File: src/rtl/prog_memory_ctrl.sv
// Program memory with CPU read/write port, registered read data and a streaming program loader.
// Latency: CPU reads return one cycle after the request; loader writes land at the accepting edge.
// Backpressure: load_ready_o gates host words; CPU port is locked out (accesses dropped) while loading.
// Optional even-parity per word is enabled by defining PROG_MEMORY_PARITY_EN (adds parity_err_o).
module prog_memory_ctrl #(
  parameter int DATA_WIDTH = 4,
  parameter int DEPTH      = 16,
  parameter int ADDR_WIDTH = 4
) (
  input  logic                  clk_i,
  input  logic                  reset_i,
  input  logic                  write_en_i,
  input  logic                  read_en_i,
  input  logic [ADDR_WIDTH-1:0] addr_i,
  input  logic [DATA_WIDTH-1:0] data_i,
  output logic [DATA_WIDTH-1:0] data_o,
  output logic                  data_valid_o,
  input  logic                  load_start_i,
  input  logic                  load_valid_i,
  input  logic [DATA_WIDTH-1:0] load_data_i,
  output logic                  load_ready_o,
  output logic                  load_busy_o,
  output logic                  load_done_o
`ifdef PROG_MEMORY_PARITY_EN
  ,
  output logic                  parity_err_o
`endif
);

  typedef enum logic {
    IDLE = 1'b0,
    LOAD = 1'b1
  } state_t;

  state_t                  state;
  logic [ADDR_WIDTH-1:0]   load_addr;
  logic [DATA_WIDTH-1:0]   mem [DEPTH];

  logic in_range;
  logic loader_wr;
  logic last_word;
  logic cpu_wr;
  logic cpu_rd;

  // Boot program restored on every reset: OUT, INC, JMP, then zeros.
  function automatic logic [DATA_WIDTH-1:0] init_word(input int idx);
    case (idx)
      0:       init_word = DATA_WIDTH'(4'hE);
      1:       init_word = DATA_WIDTH'(4'h5);
      2:       init_word = DATA_WIDTH'(4'h8);
      default: init_word = '0;
    endcase
  endfunction

  // Widen before comparing so DEPTH == 2**ADDR_WIDTH does not collapse to a constant.
  assign in_range  = (32'(addr_i) < 32'(DEPTH));
  // load_ready_o is only high in LOAD, so it qualifies the host handshake directly.
  assign loader_wr = load_ready_o & load_valid_i;
  assign last_word = (load_addr == ADDR_WIDTH'(DEPTH - 1));
  assign cpu_wr    = write_en_i & ~load_busy_o & in_range;
  assign cpu_rd    = read_en_i & ~load_busy_o;

  // Loader FSM with registered handshake/status outputs.
  always_ff @(posedge clk_i) begin
    if (reset_i) begin
      state        <= IDLE;
      load_addr    <= '0;
      load_ready_o <= 1'b0;
      load_busy_o  <= 1'b0;
      load_done_o  <= 1'b0;
    end else begin
      load_done_o <= 1'b0;
      case (state)
        IDLE: begin
          if (load_start_i) begin
            state        <= LOAD;
            load_addr    <= '0;
            load_ready_o <= 1'b1;
            load_busy_o  <= 1'b1;
          end
        end
        LOAD: begin
          // A new start request is deliberately ignored here; the download runs to completion.
          if (load_valid_i) begin
            if (last_word) begin
              state        <= IDLE;
              load_addr    <= '0;
              load_ready_o <= 1'b0;
              load_busy_o  <= 1'b0;
              load_done_o  <= 1'b1;
            end else begin
              load_addr <= load_addr + 1'b1;
            end
          end
        end
        default: begin
          state        <= IDLE;
          load_addr    <= '0;
          load_ready_o <= 1'b0;
          load_busy_o  <= 1'b0;
        end
      endcase
    end
  end

  // Storage array: reset reloads the boot program, loader writes win over CPU writes.
  always_ff @(posedge clk_i) begin
    if (reset_i) begin
      for (int i = 0; i < DEPTH; i++) begin
        mem[i] <= init_word(i);
      end
    end else if (loader_wr) begin
      mem[load_addr] <= load_data_i;
    end else if (cpu_wr) begin
      mem[addr_i] <= data_i;
    end
  end

  // Registered read port; nonblocking update of mem gives read-before-write on a shared address.
  always_ff @(posedge clk_i) begin
    if (reset_i) begin
      data_o       <= '0;
      data_valid_o <= 1'b0;
    end else if (cpu_rd) begin
      data_o       <= in_range ? mem[addr_i] : '0;
      data_valid_o <= 1'b1;
    end else begin
      data_o       <= '0;
      data_valid_o <= 1'b0;
    end
  end

`ifdef PROG_MEMORY_PARITY_EN
  logic par_mem [DEPTH];

  // Even-parity shadow bit per word, kept in step with every write path.
  always_ff @(posedge clk_i) begin
    if (reset_i) begin
      for (int i = 0; i < DEPTH; i++) begin
        par_mem[i] <= ^init_word(i);
      end
    end else if (loader_wr) begin
      par_mem[load_addr] <= ^load_data_i;
    end else if (cpu_wr) begin
      par_mem[addr_i] <= ^data_i;
    end
  end

  // Parity check on the word being read; out-of-range reads never flag an error.
  always_ff @(posedge clk_i) begin
    if (reset_i) begin
      parity_err_o <= 1'b0;
    end else if (cpu_rd && in_range) begin
      parity_err_o <= (par_mem[addr_i] != ^mem[addr_i]);
    end else begin
      parity_err_o <= 1'b0;
    end
  end
`endif

endmodule

File: config.mk
export PLATFORM = sky130hd
export DESIGN_NAME = prog_memory_ctrl
export DESIGN_NICKNAME = d
export VERILOG_FILES = /design/src/rtl/prog_memory_ctrl.sv
export SDC_FILE = /design/constraint.sdc
export NUM_CORES = 1
export LEC_CHECK = 0
export CAP_MARGIN = 20
export CORE_AREA = 2 2 112 114
export CTS_CLUSTER_DIAMETER = 100
export DETAILED_ROUTE_END_ITERATION = 8
export DIE_AREA = 0 0 114 116
export GPL_TIMING_DRIVEN = 0
export PLACE_DENSITY = 0.48
export SLEW_MARGIN = 20
export SYNTH_ARGS = -nofsm -noshare
export SYNTH_HDL_FRONTEND = slang
export SYNTH_SLANG_ARGS = --single-unit
File: constraint.sdc
create_clock -name clk_i -period 1.9 [get_ports clk_i]
set_input_delay 0.19 -clock clk_i [delete_from_list [all_inputs] [get_ports clk_i]]
set_output_delay 0.19 -clock clk_i [all_outputs]
set_load 0.01 [all_outputs]
==> impl_metrics.ini <==
[logic_synthesis]
post_synth_num_cell_types = 34
synth-seq-area-share_pct = 61.4
synth_top_cell_by_area = edfxtp_1
synthMostInstantiatedCell = edfxtp_1
share_of_the_synthesized_area_in_the_top_cell_type_pct = 54.5
post_synth.cell_area_avg_um2 = 13.4
synth-edff-count = 64
synth-seq-cells = 76
ys_warn_count = 0
synth_commonest_cells = edfxtp_1 (64), nor2_1 (63), nand2b_1 (19)
syn_area_mm2 = 0.00352
async_flop_share_pct = 0
synthTopCellsByArea = edfxtp_1 (55%), mux4_2 (10%), dfxtp_1 (6.8%)
synth_flop_cell = edfxtp_1
synth_nets = 282
synthesized_instance_count = 263

[global_route]
grt_start_max_net_pins = 14
vias_in_the_first_global_route = 2345
global_route_track_usage_on_met1_pct = 19.4
global_route.overflow_total = 0
grt_pass1_wl_mm = 13.3
grt_use_total_pct = 13.9
antenna_violations_before_repair = 0
groute.layer.met3.usage_pct = 3.03
busiest_layer_in_global_routing = met2
use_met2_pct = 21.3

[clock_tree]
worst_skew_pair.late_latency_ns = 0.33
worst_setup_hold_path_clk_slew_ns = 0.06
clock_path_buffers = 2
cts_buffers = 9
ctsRootBufferMaster = clkbuf_16
cts_hold_repair_buffers = 0
numClockSinks = 76
htree_levels = 3
cts_tree = built

[setup_path]
worstRegToRegCells = 7
timing.critical_path.required_ns = 1.98
crit_path_top_delay_cell = dfxtp_4
path_delay_family = buffers and inverters
rr_startpoint = load_busy_o
critPathBufInv = 3
cp_max_fo = 8
path_common_cell = buf_4
crit_path_cell_trace = nor3b_4 > buf_6 > buf_4 > mux2_4 > nand4_1 > buf_4 > nor2_1
classification_of_the_worst_setup_path = reg2reg
r2r-end = mem[13][1]
crit_path_start_kind = flip-flop
worst-endpoint-arrival_ns = 2.00
regToRegSetupSlack_ns = -0.02
crit_path_end_kind = flip-flop
cpPeakStageDelay_ns = 0.36

[final_layout]
fillerInstances = 1127
flow.area_growth_from_synthesis_pct = 32.7
final_cell_area_mm2 = 0.00468
antenna_cells_inserted = 0
layout-drive-gt1-share_pct = 31.6
nNetsFinal = 343

[place]
dp_slack_ns = -0.685
dp_hpwl_mm = 5.94
place_area_mm2 = 0.00394
finalWeightedCongestion = 0.733
io_buffers = 21

[sta]
timing.hold.ws_ns = 0.152
final_hold_viol_count = 0
setup-violations-final = 3
finalMaxSlewViolations = 0
max_freq_mhz = 520
grt_setup_unrepaired = yes
final_worst_setup_slack_ns = -0.0219
max-slew-margin-rel_pct = 61.5
min_period_over_period_pct = 101
post-route-min-period_ns = 1.92
worstMarginPinSlew_ns = 0.578
skew_ns = 0.00745

[floorplan]
core-area_mm2 = 0.0119
die_height_um = 116
fp-row-count = 40
horiz_die_dim_um = 114
design.die.area_mm2 = 0.0132
num_io_pins = 26
effective_utilization_at_floorplan_pct = 29.6

[pwr]
powerDensity_mw_per_mm2 = 859
irDropWorstVdd_mv = 0.340
leakagePower_nw = 1.66

[outcome]
run_status = finished with violations
violations = setup timing

[routing]
first_pass_iters = 4
routedWlPerCell_um = 18.1
route.vias.total = 2353
ant_nets = 0
wl_mm = 8.64
drc = 0
drt_iter0_drc = 153
post_drt_via_cell_ratio = 4.94

[run]
cap_viol_max_count = 0

[worst_hold_path]
worst_hold_path_type = in2reg
holdPathEnd = data_valid_o
worstHoldPathCells = 2
start_point_of_the_worst_hold_path = reset_i
[state kept, by name, summed over array words and instances, names as in the netlist]
| name | cells |
|---|---|
| mem | 64 |
| load_done_o | 1 |
| load_busy_o | 1 |
| state | 1 |
| data_valid_o | 1 |
| data_o | 4 |
| load_addr | 4 |
[layout make-up]
type | instances | area [um^2] | share of cell area, %
Multi-Input combinational cell | 171 | 1440 | 30.8
Timing Repair Buffer | 50 | 487 | 10.4
Buffer | 16 | 108 | 2.30
Clock inverter | 7 | 67.6 | 1.45
Clock buffer | 9 | 225 | 4.82
Sequential cell | 76 | 2170 | 46.3
Tap cell | 147 | 184 | 3.93
[through the flow]
step	cells	total power, mW	util (%)	setup TNS [ns]
floorplan	263	2.15	-	0
finish	476	4.02	39.3	-0.0413
CTS	468	4.02	37.8	-0.315
global route	476	4.15	39.3	-2.02
detailed placement	431	2.29	33.1	-58.77
global placement	431	2.29	33.1	-54.98
[worst reg2reg max path: stages (launching register included)]
cell	delay, ns
dfxtp_4	0.36
nor3b_4	0.22
buf_6	0.18
buf_4	0.13
mux2_4	0.34
nand4_1	0.21
buf_4	0.18
nor2_1	0.05
[power by group]
part,switching [mW],total [mW],internal (mW)
registers,0.0221,1.89,1.86
logic,0.233,0.453,0.220
clock network,0.667,1.68,1.01
total,0.923,4.02,3.09
[layout by cell type (no fill, tap or decap), types with 2 or more instances in the layout]
master / instances
o21ai_0: 2
dfxtp_1: 11
mux2_4: 2
clkbuf_16: 9
nand2b_4: 6
nand3b_1: 2
a21oi_1: 4
nand3_1: 3
mux2i_4: 7
nor3_1: 2
mux4_2: 16
clkdlybuf4s50_1: 20
clkinvlp_4: 3
clkbuf_1: 3
buf_2: 5
nand4_1: 14
nor2_2: 5
clkinv_2: 3
buf_6: 9
o22ai_1: 4
nand2b_1: 12
buf_12: 3
mux2i_1: 9
and3_1: 2
nor2_1: 57
nor3b_1: 2
buf_4: 24
nand2_1: 6
edfxtp_1: 64
[what timing repair did]
action / 4_1_cts / 5_1_grt
resized for setup: 22 / 23
buffers inserted: 20 / 8
pin swaps: 14 / 13
cloned: 1 / 0
endpoints found under the setup margin: 128 / 106
[how the worst max path moves through the flow]
stage	start	end	depth (start not counted)
5_1_grt	load_busy_o	mem[4][2]	5
3_5_place_dp	write_en_i	mem[0][3]	6
2_1_floorplan	load_busy_o	mem[0][0]	5
6_report	load_busy_o	mem[13][1]	7
4_1_cts	load_busy_o	mem[4][3]	6
3_3_place_gp	write_en_i	mem[0][3]	6
[logic make-up (layout without fill, tap and decap cells)]
group           count (synthesis)  in the layout  share of synthesized area [%]
flops                          76             76                           61.4
simple gates                  120            120                           17.0
mux                            35             35                           16.1
buf+inv                        16             82                           2.66
fa+ha+maj                       1              1                          0.355
compound gates                 15             15                           2.59
[metal layers]
| layer | wire length [um] | vias to the layer above |
|---|---|---|
| li1 | - | 1113 |
| met1 | 4020 | 1148 |
| met2 | 3870 | 77 |
| met3 | 508 | 15 |
| met4 | 235 | 0 |
| met5 | 0 | - |
Power figures use the tool's default switching activity.
